==> src/rtl/down_counter.sv <==
// down_counter -- loadable down-counter / timer.
//
// A value on dn is captured when load is high and then counted down by one
// on every clock where en is high, until zero is reached. tc is a registered
// one-cycle pulse on the edge where q reaches zero. busy is high while the
// FSM is in RUN.
//
// Optional feature (compile-time macro): DOWN_COUNTER_AUTORELOAD_EN
//   undefined (default): reaching zero returns the FSM to IDLE and q holds 0
//                        until the next load.
//   defined            : the FSM stays in RUN at zero, and the next enabled
//                        edge reloads q from the captured load value. This
//                        gives one tc pulse every N+1 enabled cycles.
//
// Ports
//   clk   in   1      clock, rising edge
//   rst   in   1      asynchronous reset, active low
//   load  in   1      synchronous load strobe, highest priority after reset
//   dn    in   WIDTH  load value, unsigned
//   en    in   1      count enable
//   q     out  WIDTH  current count, registered
//   tc    out  1      terminal-count pulse, registered
//   busy  out  1      high while in RUN
module down_counter #(
  parameter int WIDTH = 4
) (
  input  logic             clk,
  input  logic             rst,
  input  logic             load,
  input  logic [WIDTH-1:0] dn,
  input  logic             en,
  output logic [WIDTH-1:0] q,
  output logic             tc,
  output logic             busy
);

  typedef enum logic {
    IDLE = 1'b0,
    RUN  = 1'b1
  } state_t;

  state_t           state, state_nxt;
  logic [WIDTH-1:0] cnt, cnt_nxt;
  logic [WIDTH-1:0] reload, reload_nxt;
  logic             tc_r, tc_nxt;

  // Decrement that stops at zero, so the count can never wrap to all-ones.
  function automatic logic [WIDTH-1:0] dec_sat(input logic [WIDTH-1:0] v);
    logic [WIDTH-1:0] r;
    if (v == '0) r = '0;
    else         r = v - 1'b1;
    return r;
  endfunction

  // True when the value is exactly one, i.e. the next decrement ends a count.
  function automatic logic is_last(input logic [WIDTH-1:0] v);
    return (v == WIDTH'(1));
  endfunction

  // ---- state / count registers ----
  always_ff @(posedge clk or negedge rst) begin
    if (!rst) begin
      state  <= IDLE;
      cnt    <= '0;
      reload <= '0;
      tc_r   <= 1'b0;
    end else begin
      state  <= state_nxt;
      cnt    <= cnt_nxt;
      reload <= reload_nxt;
      tc_r   <= tc_nxt;
    end
  end

  // ---- next-state logic: load > decrement > hold ----
  always_comb begin
    state_nxt  = state;
    cnt_nxt    = cnt;
    reload_nxt = reload;
    tc_nxt     = 1'b0;

    if (load) begin
      // A load always restarts cleanly; an aborted count never reports tc.
      cnt_nxt    = dn;
      reload_nxt = dn;
      state_nxt  = (dn != '0) ? RUN : IDLE;
    end else if ((state == RUN) && en) begin
      if (cnt == '0) begin
`ifdef DOWN_COUNTER_AUTORELOAD_EN
        // Zero is only held in RUN for one enabled edge before reloading.
        // reload is never zero here because loading zero forces IDLE.
        cnt_nxt = reload;
`else
        // Unreachable in normal operation; fall back to IDLE defensively.
        state_nxt = IDLE;
`endif
      end else begin
        cnt_nxt = dec_sat(cnt);
        if (is_last(cnt)) begin
          tc_nxt = 1'b1;
`ifndef DOWN_COUNTER_AUTORELOAD_EN
          state_nxt = IDLE;
`endif
        end
      end
    end
  end

  assign q    = cnt;
  assign tc   = tc_r;
  assign busy = (state == RUN);

endmodule

==> config.mk <==
export PLATFORM = sky130hd
export DESIGN_NAME = down_counter
export DESIGN_NICKNAME = d
export VERILOG_FILES = /design/src/rtl/down_counter.sv
export SDC_FILE = /design/constraint.sdc
export NUM_CORES = 1
export LEC_CHECK = 0
export ABC_CLOCK_PERIOD_IN_PS = 4100
export BUFFER_PORTS_ARGS = -buffer_cell sky130_fd_sc_hd__buf_4
export CAP_MARGIN = 20
export CORE_AREA = 5 5 42 44
export CTS_CLUSTER_DIAMETER = 100
export DETAILED_ROUTE_END_ITERATION = 12
export DIE_AREA = 0 0 47 49
export SLEW_MARGIN = 20
export SYNTH_ARGS = -nofsm -noshare
export SYNTH_HDL_FRONTEND = slang
export SYNTH_SLANG_ARGS = --single-unit
==> constraint.sdc <==
create_clock -name clk -period 4.1 [get_ports clk]
set_clock_uncertainty 0.05 [all_clocks]
set_input_delay 0.41 -clock clk [delete_from_list [all_inputs] [get_ports clk]]
set_output_delay 0.41 -clock clk [all_outputs]
set_load 0.02 [all_outputs]
==> results.toml, run 1 <==
[outcome]
run_status = "finished clean"

[timing]
final_max_slew_viol_count = 0
timing_worst_slew_pin_value_ps = 466
achievable-frequency_mhz = 603
setup-tns-final_ps = 0
final.period_utilization = 0.404
timing.final.hold_violations = 0
rsz_0062_raised_after_global_routing = "false"
time_the_worst_path_needs_with_i_o_delays_and_setup_ps = 1660
setup_viol = 0
slew-limit-headroom = 0.689

[clocking]
cts-resized-gates = 0
worst_setup_hold_path_clk_slew_ps = 40
clock_tree.htree_level_count = 1
tritoncts = "done"
cts-buffers-inserted = 3
insertion_delay_ps = 240
cts_buffer_depth = 2
tritoncts_num_sinks = 6
clk_root_buffer_cell = "sky130_fd_sc_hd__clkbuf_4"

[power_and_ir_drop]
power.sequential.fraction = 0.424
internal_power_w = 0.000120
switching_share = 0.311
p_sw_w = 0.0000543
power.density_cell_area_mw_per_mm2 = 348
part_of_the_total_power_dissipated_in_combinational_logic = 0.269
design_power_total_w = 0.000175
share_clk_of_total_power = 0.307
static-leakage-power_nw = 0.247
ir_drop_v = 0.000150

[routing]
detail_route.wirelength_um = 928
avgViaCountPerCell = 4.97
drtIter0Drc = 2
drc_violation_count_after_routing = 0
vias = 348
first_drt_pass_iteration_count = 4
ant_nets = 0
post_drt_wl_per_cell_um = 13.3

[worst_setup_path]
timing.critical_path.required_ps = 4180
critical_path_arrival_ps = 1730
critical_path_end_type = "flop"
cp-startpoint = "q[1]"
reg2reg_depth = 5
worst_r2r_endpoint = "q[1]"
setup.worst_path.class = "flop to flop"
regToRegStartpoint = "q[1]"
worstSetupStartpointType = "flop"
setup.reg_to_reg.worst_slack_ps = 2440
termination_of_the_worst_setup_path = "q[1]"
cp_max_fo = 5

[final_layout]
num_antenna_cells = 0
postLayoutCoreUtil = 0.358
post_route_cells_drive_above_1_share = 0.333
fin_cells = 70
final_cell_area_um2 = 502
layout.nets = 66
area_delta_synth_final_pct = 42.7

[synth]
synth_top_flop_cell = "sky130_fd_sc_hd__dfrtp_1"
yosysTopAreaCell = "sky130_fd_sc_hd__dfrtp_1"
share_of_synthesized_area_occupied_by_flip_flops_and_latches = 0.427
yosysMostFrequentCell = "sky130_fd_sc_hd__dfrtp_1"
ys.warnings.count = 0
synthesis.area_per_instance_um2 = 9.50
synth.area.top_cells = "sky130_fd_sc_hd__dfrtp_1 (43%), sky130_fd_sc_hd__ha_1 (7.1%), sky130_fd_sc_hd__nor4_1 (3.6%)"
synth_area_um2 = 352
syn_nets = 47
post-synth-top-area-fraction = 0.427
synthesized_flop_and_latch_total = 6
synth_async_sr_flop_share = 1.00
synth.distinct_cells = 23
yosys-top-cells-count = "sky130_fd_sc_hd__dfrtp_1 (6), sky130_fd_sc_hd__inv_1 (3), sky130_fd_sc_hd__nand2_1 (3), sky130_fd_sc_hd__nor2_1 (3)"
number_of_instances_in_the_synthesized_netlist = 37
synth-edff-count = 0

[floorplan]
die_width_um = 47
initial_core_util = 0.251
fp.coreArea_mm2 = 0.00140
floorplan.die_area_mm2 = 0.00230
floorplan.io_pins = 14
die-height_um = 49
core.rowCount = 14

[global_routing]
track_usage = 0.0934
number_of_antenna_violations_at_the_first_check_in_global_routing = 0
grt.overflow.total = 0
grt_pass1_wl_um = 1500
grt_start_max_net_pins = 9
grt_pass1_vias = 351

[job]
max_cap_violations = 0

[min_path]
worst_hold_path_type = "primary input to flop"

[placement]
post-dp-hpwl_um = 701
place.gp.congestion = 0.757
dpl-instance-area_um2 = 469
buffer_ports.inserted = 13
placed_instances = 66
-- per-stage QoR --
step           hold WS (ps)  setup WS, ps
5_1_grt                 318          2290
4_1_cts                 306          2440
3_5_place_dp            171          2520
6_report                318          2440
3_3_place_gp            172          2550
2_1_floorplan          64.4          2540
-- power groups by stage --
stage	clock [W]	combinational, W	sequential [W]
finish	0.0000536	0.0000471	0.0000741
global route	0.0000602	0.0000527	0.0000750
CTS	0.0000565	0.0000477	0.0000739
detailed placement	0	0.0000464	0.0000747
global placement	0	0.0000467	0.0000751
floorplan	0	0.0000194	0.0000795
-- metal layers --
metal | track usage | vias to the layer above | routed length (um)
li1 | - | 177 | -
met1 | 0.100 | 162 | 404
met2 | 0.133 | 9 | 448
met3 | 0.0701 | 0 | 75
met4 | 0.0415 | 0 | 0
met5 | 0 | - | 0
-- cell type report --
| cell class | count | area (um2) |
|---|---|---|
| Clock buffer | 3 | 22.5 |
| Fill cell | 152 | 900 |
| Inverter | 3 | 11.3 |
| Multi-Input combinational cell | 28 | 190 |
| Sequential cell | 6 | 150 |
| Tap cell | 16 | 20.0 |
| Timing Repair Buffer | 14 | 108 |
-- worst max-delay path, cell delays in order, from the launching register on --
cell and delay [ps]:
sky130_fd_sc_hd__dfrtp_1 410, sky130_fd_sc_hd__inv_1 120, sky130_fd_sc_hd__ha_1 230, sky130_fd_sc_hd__nor3b_1 430
sky130_fd_sc_hd__o211ai_1 160, sky130_fd_sc_hd__o221a_2 140
-- worst min path at each step --
stage / to / depth (start not counted) / startpoint / slack [ps]
2_1_floorplan: busy / 0 / rst / 60
3_3_place_gp: tc / 1 / rst / 170
3_5_place_dp: q[2] / 1 / rst / 170
4_1_cts: tc / 2 / load / 310
5_1_grt: tc / 2 / load / 320
6_report: tc / 2 / load / 320
-- registers in the layout, summed over array words and instances, names as in the netlist --
signal / count
busy: 1
q: 4
tc: 1
-- placed cells by master, fill, tap and decap left out --
cell type,instances
sky130_fd_sc_hd__nor4_1,2
sky130_fd_sc_hd__o211ai_1,1
sky130_fd_sc_hd__ha_1,2
sky130_fd_sc_hd__nor3b_1,1
sky130_fd_sc_hd__inv_1,3
sky130_fd_sc_hd__buf_4,13
sky130_fd_sc_hd__nor3_1,1
sky130_fd_sc_hd__nand3_1,1
sky130_fd_sc_hd__o221a_2,1
sky130_fd_sc_hd__o22ai_1,1
sky130_fd_sc_hd__a41oi_1,1
sky130_fd_sc_hd__nand4_1,1
sky130_fd_sc_hd__o21ai_0,2
sky130_fd_sc_hd__o211a_1,1
sky130_fd_sc_hd__o41ai_1,1
sky130_fd_sc_hd__clkbuf_4,3
sky130_fd_sc_hd__nor2_1,3
sky130_fd_sc_hd__or3_1,1
sky130_fd_sc_hd__mux2i_1,1
sky130_fd_sc_hd__a2bb2oi_1,1
sky130_fd_sc_hd__nor2b_1,1
sky130_fd_sc_hd__a31oi_1,1
sky130_fd_sc_hd__nand2_2,1
sky130_fd_sc_hd__dlygate4sd3_1,1
sky130_fd_sc_hd__nand2_1,3
sky130_fd_sc_hd__dfrtp_1,6
-- cells by family (layout without fill, tap and decap cells) --
| kind of cell | count (synthesis) | after routing | synth area share |
|---|---|---|---|
| multiplexers | 1 | 1 | 0.0285 |
| buffers and inverters | 3 | 20 | 0.0320 |
| adder cells (fa/ha/maj) | 2 | 2 | 0.0712 |
| AO/OA/AOI/OAI | 10 | 10 | 0.221 |
| AND/OR/NAND/NOR | 15 | 15 | 0.221 |
| flip-flops | 6 | 6 | 0.427 |
-- timing repair --
item	in CTS	in global routing
endpoints found under the hold margin	6	0
hold buffers	1	0
buffers inserted	0	0
endpoints found under the setup margin	0	0
No activity file was read; power rests on OpenSTA's default activity.
==> inputs of run 2 (changes only) <==
ABC_AREA = 1   (was not set)
ABC_CLOCK_PERIOD_IN_PS = 1400   (was 4100)
clock period = 1.4 ns   (was 4.1 ns; I/O delays follow)
==> run 2 against run 1 <==
Sequential share of layout area decreased by 2.8 points; total power increased to 4.2 times the previous value; flip-flop and latch count unchanged; core utilization increased by 3.7 points; fmax increased by 32%; hold slack got worse by 260 ps; synthesized cell count increased by 73%; via count increased by 18%; global-route usage increased by 0.76 points; critical path type unchanged.
==> results.toml, run 2 <==
[placement]
buffer_ports.inserted = 13
placed_instances = 92
post-dp-hpwl_um = 773
place.gp.congestion = 0.773
dpl-instance-area_um2 = 520

[worst_setup_path]
setup.worst_path.class = "flop to flop"
critical_path_end_type = "flop"
worstSetupStartpointType = "flop"
timing.critical_path.required_ps = 1490
critical_path_arrival_ps = 1350
cp_max_fo = 5

[synth]
yosysTopAreaCell = "sky130_fd_sc_hd__dfrtp_1"
yosysMostFrequentCell = "sky130_fd_sc_hd__nand2_1"
synth_area_um2 = 408
synthesized_flop_and_latch_total = 6
post-synth-top-area-fraction = 0.368
ys.warnings.count = 0
number_of_instances_in_the_synthesized_netlist = 64
yosys-top-cells-count = "sky130_fd_sc_hd__nand2_1 (30), sky130_fd_sc_hd__inv_1 (7), sky130_fd_sc_hd__nor2_1 (7), sky130_fd_sc_hd__dfrtp_1 (6), sky130_fd_sc_hd__nand2_2 (3)"
synth-edff-count = 0
synth.area.top_cells = "sky130_fd_sc_hd__dfrtp_1 (37%), sky130_fd_sc_hd__nand2_1 (28%), sky130_fd_sc_hd__inv_1 (6.4%)"
syn_nets = 74
synth.distinct_cells = 13
synth_top_flop_cell = "sky130_fd_sc_hd__dfrtp_1"
share_of_synthesized_area_occupied_by_flip_flops_and_latches = 0.368
synth_async_sr_flop_share = 1.00
synthesis.area_per_instance_um2 = 6.37

[clocking]
tritoncts_num_sinks = 6
clock_tree.htree_level_count = 1
tritoncts = "done"
worst_setup_hold_path_clk_slew_ps = 50
post-cts-setup-buffers = 0
insertion_delay_ps = 260
cts_buffer_depth = 2
clk_root_buffer_cell = "sky130_fd_sc_hd__clkbuf_4"
cts-resized-gates = 0
cts-buffers-inserted = 3

[final_layout]
layout.nets = 92
layout_commonest_cell = "sky130_fd_sc_hd__nand2_1"
fin_cells = 96
largest_register_ff_count = 4
area_delta_synth_final_pct = 35.6
post_route_cells_drive_above_1_share = 0.250
final_cell_area_um2 = 553
commonest_non_fill_non_tap_cells_in_the_layout = "sky130_fd_sc_hd__nand2_1 (30), sky130_fd_sc_hd__buf_4 (13), sky130_fd_sc_hd__inv_1 (7), sky130_fd_sc_hd__nor2_1 (7), sky130_fd_sc_hd__dfrtp_1 (6)"
num_antenna_cells = 0

[floorplan]
die_width_um = 47
die-height_um = 49
floorplan.die_area_mm2 = 0.00230
floorplan.io_pins = 14
core.rowCount = 14
initial_core_util = 0.291
fp.coreArea_mm2 = 0.00140

[global_routing]
number_of_antenna_violations_at_the_first_check_in_global_routing = 0
grt_pass1_wl_um = 1640
grt_pass1_vias = 402
grt.overflow.total = 0
grt_start_max_net_pins = 12
track_usage = 0.101

[timing]
rsz_0062_raised_after_global_routing = "false"
time_the_worst_path_needs_with_i_o_delays_and_setup_ps = 1260
final_max_slew_viol_count = 0
slew-limit-headroom = 0.866
timing_worst_slew_pin_value_ps = 200
final.period_utilization = 0.900
achievable-frequency_mhz = 793
setup_viol = 0
timing.final.hold_violations = 0
setup-tns-final_ps = 0

[routing]
vias = 412
drc_violation_count_after_routing = 0
ant_nets = 0
first_drt_pass_iteration_count = 4
detail_route.wirelength_um = 960
avgViaCountPerCell = 4.29
post_drt_wl_per_cell_um = 10.0
drtIter0Drc = 5

[job]
max_cap_violations = 0

[power_and_ir_drop]
ir_drop_v = 0.000724
power.density_cell_area_mw_per_mm2 = 1340
static-leakage-power_nw = 0.320

[outcome]
run_status = "finished clean"

[min_path]
worst_hold_path_type = "primary input to flop"
-- run 2: critical path, cell delays in order (launching register included) --
cell	delay, ps
sky130_fd_sc_hd__dfrtp_1	420
sky130_fd_sc_hd__inv_1	110
sky130_fd_sc_hd__ha_1	220
sky130_fd_sc_hd__inv_1	60
sky130_fd_sc_hd__nand2_1	50
sky130_fd_sc_hd__nand2_1	50
sky130_fd_sc_hd__nand2_1	50
sky130_fd_sc_hd__nand2_1	50
sky130_fd_sc_hd__nand2_1	50
sky130_fd_sc_hd__nand2_1	40
-- run 2: power breakdown --
group | switching [W] | internal [W] | leakage, nW
Clock | 0.0000757 | 0.0000979 | 0.0138
Combinational | 0.000185 | 0.000130 | 0.232
Sequential | 0.0000438 | 0.000208 | 0.0739
-- run 2: cell type report --
| type | count | area, um2 |
|---|---|---|
| Fill cell | 168 | 848 |
| Multi-Input combinational cell | 50 | 226 |
| Sequential cell | 6 | 150 |
| Timing Repair Buffer | 14 | 108 |
| Inverter | 7 | 26.3 |
| Clock buffer | 3 | 22.5 |
| Tap cell | 16 | 20.0 |
-- run 2: final timing paths --
check | from | to | slack [ps] | cells after the start
setup / recovery | q[0] | q[2] | 140 | 9
hold / removal | dn[3] | q[3] | 60 | 3
setup reg to reg | q[0] | q[2] | 140 | 9
hold reg to reg | q[1] | q[1] | 490 | 2
max in group asynchronous | rst | tc | 990 | 2
min in group asynchronous | rst | q[1] | 180 | 2
-- run 2: logic make-up after synthesis --
kind of cell	share of synthesized area
compound gates	0.0491
fa+ha+maj	0.0613
buf+inv	0.0767
flops	0.368
simple gates	0.445
-- run 2: stage by stage --
step,power (W),hold WS [ps],util,setup slack [ps]
detailed placement,0.000571,-92.8,0.371,144
floorplan,0.000457,-206,-,117
global route,0.000810,75.6,0.395,12.2
finish,0.000741,55.7,0.395,140
global placement,0.000573,-95.0,0.371,167
CTS,0.000750,55.6,0.395,132
-- run 2: what timing repair did --
action	4_1_cts	5_1_grt
endpoints found under the setup margin	0	0
hold endpoints to repair	6	0
hold buffers	1	0
-- run 2: metal layers --
metal	global-route usage	vias up	wire, um
met5	0	-	0
met4	0.0553	0	24
met3	0.0332	3	55
met2	0.136	13	387
met1	0.137	171	492
li1	-	225	-
==> inputs of run 3 (changes only) <==
==> constraint.sdc (replaced) <==
create_clock -name clk -period 1.4 [get_ports clk]
set_clock_uncertainty 0.05 [all_clocks]
set_input_delay 0.07 -clock clk [delete_from_list [all_inputs] [get_ports clk]]
set_output_delay 0.07 -clock clk [all_outputs]
set_load 0.02 [all_outputs]
==> run 3 against run 2 <==
Sequential share of layout area fell by 0.48 points; first-iteration DRC count did not move; hold slack got worse by 32 ps; worst setup slack did not move; clock power barely moved; highest routed layer unchanged.
==> results.toml, run 3 (same netlist as run 2, synthesis figures left out) <==
[outcome]
run_status = "finished clean"

[floorplan]
floorplan.die_area_mm2 = 0.00230
initial_core_util = 0.291
fp.coreArea_mm2 = 0.00140
core.rowCount = 14
floorplan.io_pins = 14
die-height_um = 49
die_width_um = 47

[min_path]
worst_hold_path_type = "primary input to flop"
hold_start = "en"
min_delay_path_depth = 4
timing.hold.worst_endpoint = "busy"

[routing]
vias = 414
drtIter0Drc = 5
drc_violation_count_after_routing = 0
first_drt_pass_iteration_count = 4
avgViaCountPerCell = 4.27
detail_route.wirelength_um = 963
ant_nets = 0
post_drt_wl_per_cell_um = 9.93

[clocking]
hold_buffers_post_cts = 2
post-cts-setup-buffers = 0
tritoncts_num_sinks = 6
cts_buffer_depth = 2
insertion_delay_ps = 260
worst_setup_hold_path_clk_slew_ps = 50
clock_tree.htree_level_count = 1
cts-resized-gates = 0
tritoncts = "done"
cts-buffers-inserted = 3
clk_root_buffer_cell = "sky130_fd_sc_hd__clkbuf_4"

[global_routing]
grt_pass1_wl_um = 1640
grt_start_max_net_pins = 12
track_usage = 0.101
grt_pass1_vias = 408
number_of_antenna_violations_at_the_first_check_in_global_routing = 0
grt.overflow.total = 0

[final_layout]
largest_register_ff_count = 4
final_cell_area_um2 = 563
area_delta_synth_final_pct = 38.0
layout_commonest_cell = "sky130_fd_sc_hd__nand2_1"
num_antenna_cells = 0
post_route_cells_drive_above_1_share = 0.247
commonest_non_fill_non_tap_cells_in_the_layout = "sky130_fd_sc_hd__nand2_1 (30), sky130_fd_sc_hd__buf_4 (13), sky130_fd_sc_hd__inv_1 (7), sky130_fd_sc_hd__nor2_1 (7), sky130_fd_sc_hd__dfrtp_1 (6)"
layout.nets = 93

[placement]
place.gp.congestion = 0.773
post-dp-hpwl_um = 773
dpl-instance-area_um2 = 520
buffer_ports.inserted = 13

[timing]
final.period_utilization = 0.900
setup_viol = 0
timing_worst_slew_pin_value_ps = 200
setup-tns-final_ps = 0
final_max_slew_viol_count = 0
time_the_worst_path_needs_with_i_o_delays_and_setup_ps = 1260
rsz_0062_raised_after_global_routing = "false"
achievable-frequency_mhz = 793
timing.final.hold_violations = 0
slew-limit-headroom = 0.866

[worst_setup_path]
regToRegStartpoint = "q[0]"
setup.reg_to_reg.worst_slack_ps = 140
setup.worst_path.class = "flop to flop"
worstSetupStartpointType = "flop"
critical_path_arrival_ps = 1350
worst_r2r_endpoint = "q[2]"
reg2reg_depth = 9
cp_max_fo = 5
critical_path_end_type = "flop"
timing.critical_path.required_ps = 1490

[job]
max_cap_violations = 0

[power_and_ir_drop]
static-leakage-power_nw = 0.324
ir_drop_v = 0.000724
power.density_cell_area_mw_per_mm2 = 1320
[run 3: cell types whose count changed in the layout (fill, tap and decap cells not counted)]
cell                            delta
sky130_fd_sc_hd__dlygate4sd3_1     +1
[run 3: critical path: stages, from the launching register on]
cell                      delay (ps)
sky130_fd_sc_hd__dfrtp_1         420
sky130_fd_sc_hd__inv_1           110
sky130_fd_sc_hd__ha_1            220
sky130_fd_sc_hd__inv_1            60
sky130_fd_sc_hd__nand2_1          50
sky130_fd_sc_hd__nand2_1          50
sky130_fd_sc_hd__nand2_1          50
sky130_fd_sc_hd__nand2_1          50
sky130_fd_sc_hd__nand2_1          50
sky130_fd_sc_hd__nand2_1          40
[run 3: area by class of cell]
class,count,area (um2)
clock buffers,3,22.5
fillers,167,838
inverters,7,26.3
multi-input cells,50,226
flip-flops and latches,6,150
well taps,16,20.0
repair buffers,15,118
[run 3: worst max path at each step]
stage | startpoint | endpoint | slack [ps]
floorplan | q[0] | q[0] | 120
global placement | q[0] | q[2] | 170
detailed placement | q[0] | q[2] | 140
CTS | q[0] | q[2] | 130
global route | q[0] | q[2] | 10
finish | q[0] | q[2] | 140
[run 3: through the flow]
stage / worst slack, ps / total power [W] / cells / utilization / hold WS (ps)
floorplan: 117 / 0.000457 / 64 / - / -276
global placement: 167 / 0.000573 / 92 / 0.371 / -165
detailed placement: 144 / 0.000571 / 92 / 0.371 / -163
CTS: 132 / 0.000752 / 97 / 0.402 / 18.3
global route: 12.2 / 0.000812 / 97 / 0.402 / 20.0
finish: 140 / 0.000743 / 97 / 0.402 / 23.7
[run 3: per-layer routing]
| layer | GRT usage | share of wire | up-vias |
|---|---|---|---|
| met2 | 0.136 | 0.40 | 13 |
| met5 | 0 | 0 | - |
| li1 | - | - | 227 |
| met4 | 0.0553 | 0.025 | 0 |
| met1 | 0.137 | 0.51 | 171 |
| met3 | 0.0332 | 0.064 | 3 |
[run 3: where the power goes]
group	leakage [nW]	total, W	switching (W)	internal, W
Clock	0.0138	0.000174	0.0000757	0.0000979
Combinational	0.237	0.000318	0.000186	0.000132
Sequential	0.0739	0.000251	0.0000438	0.000208
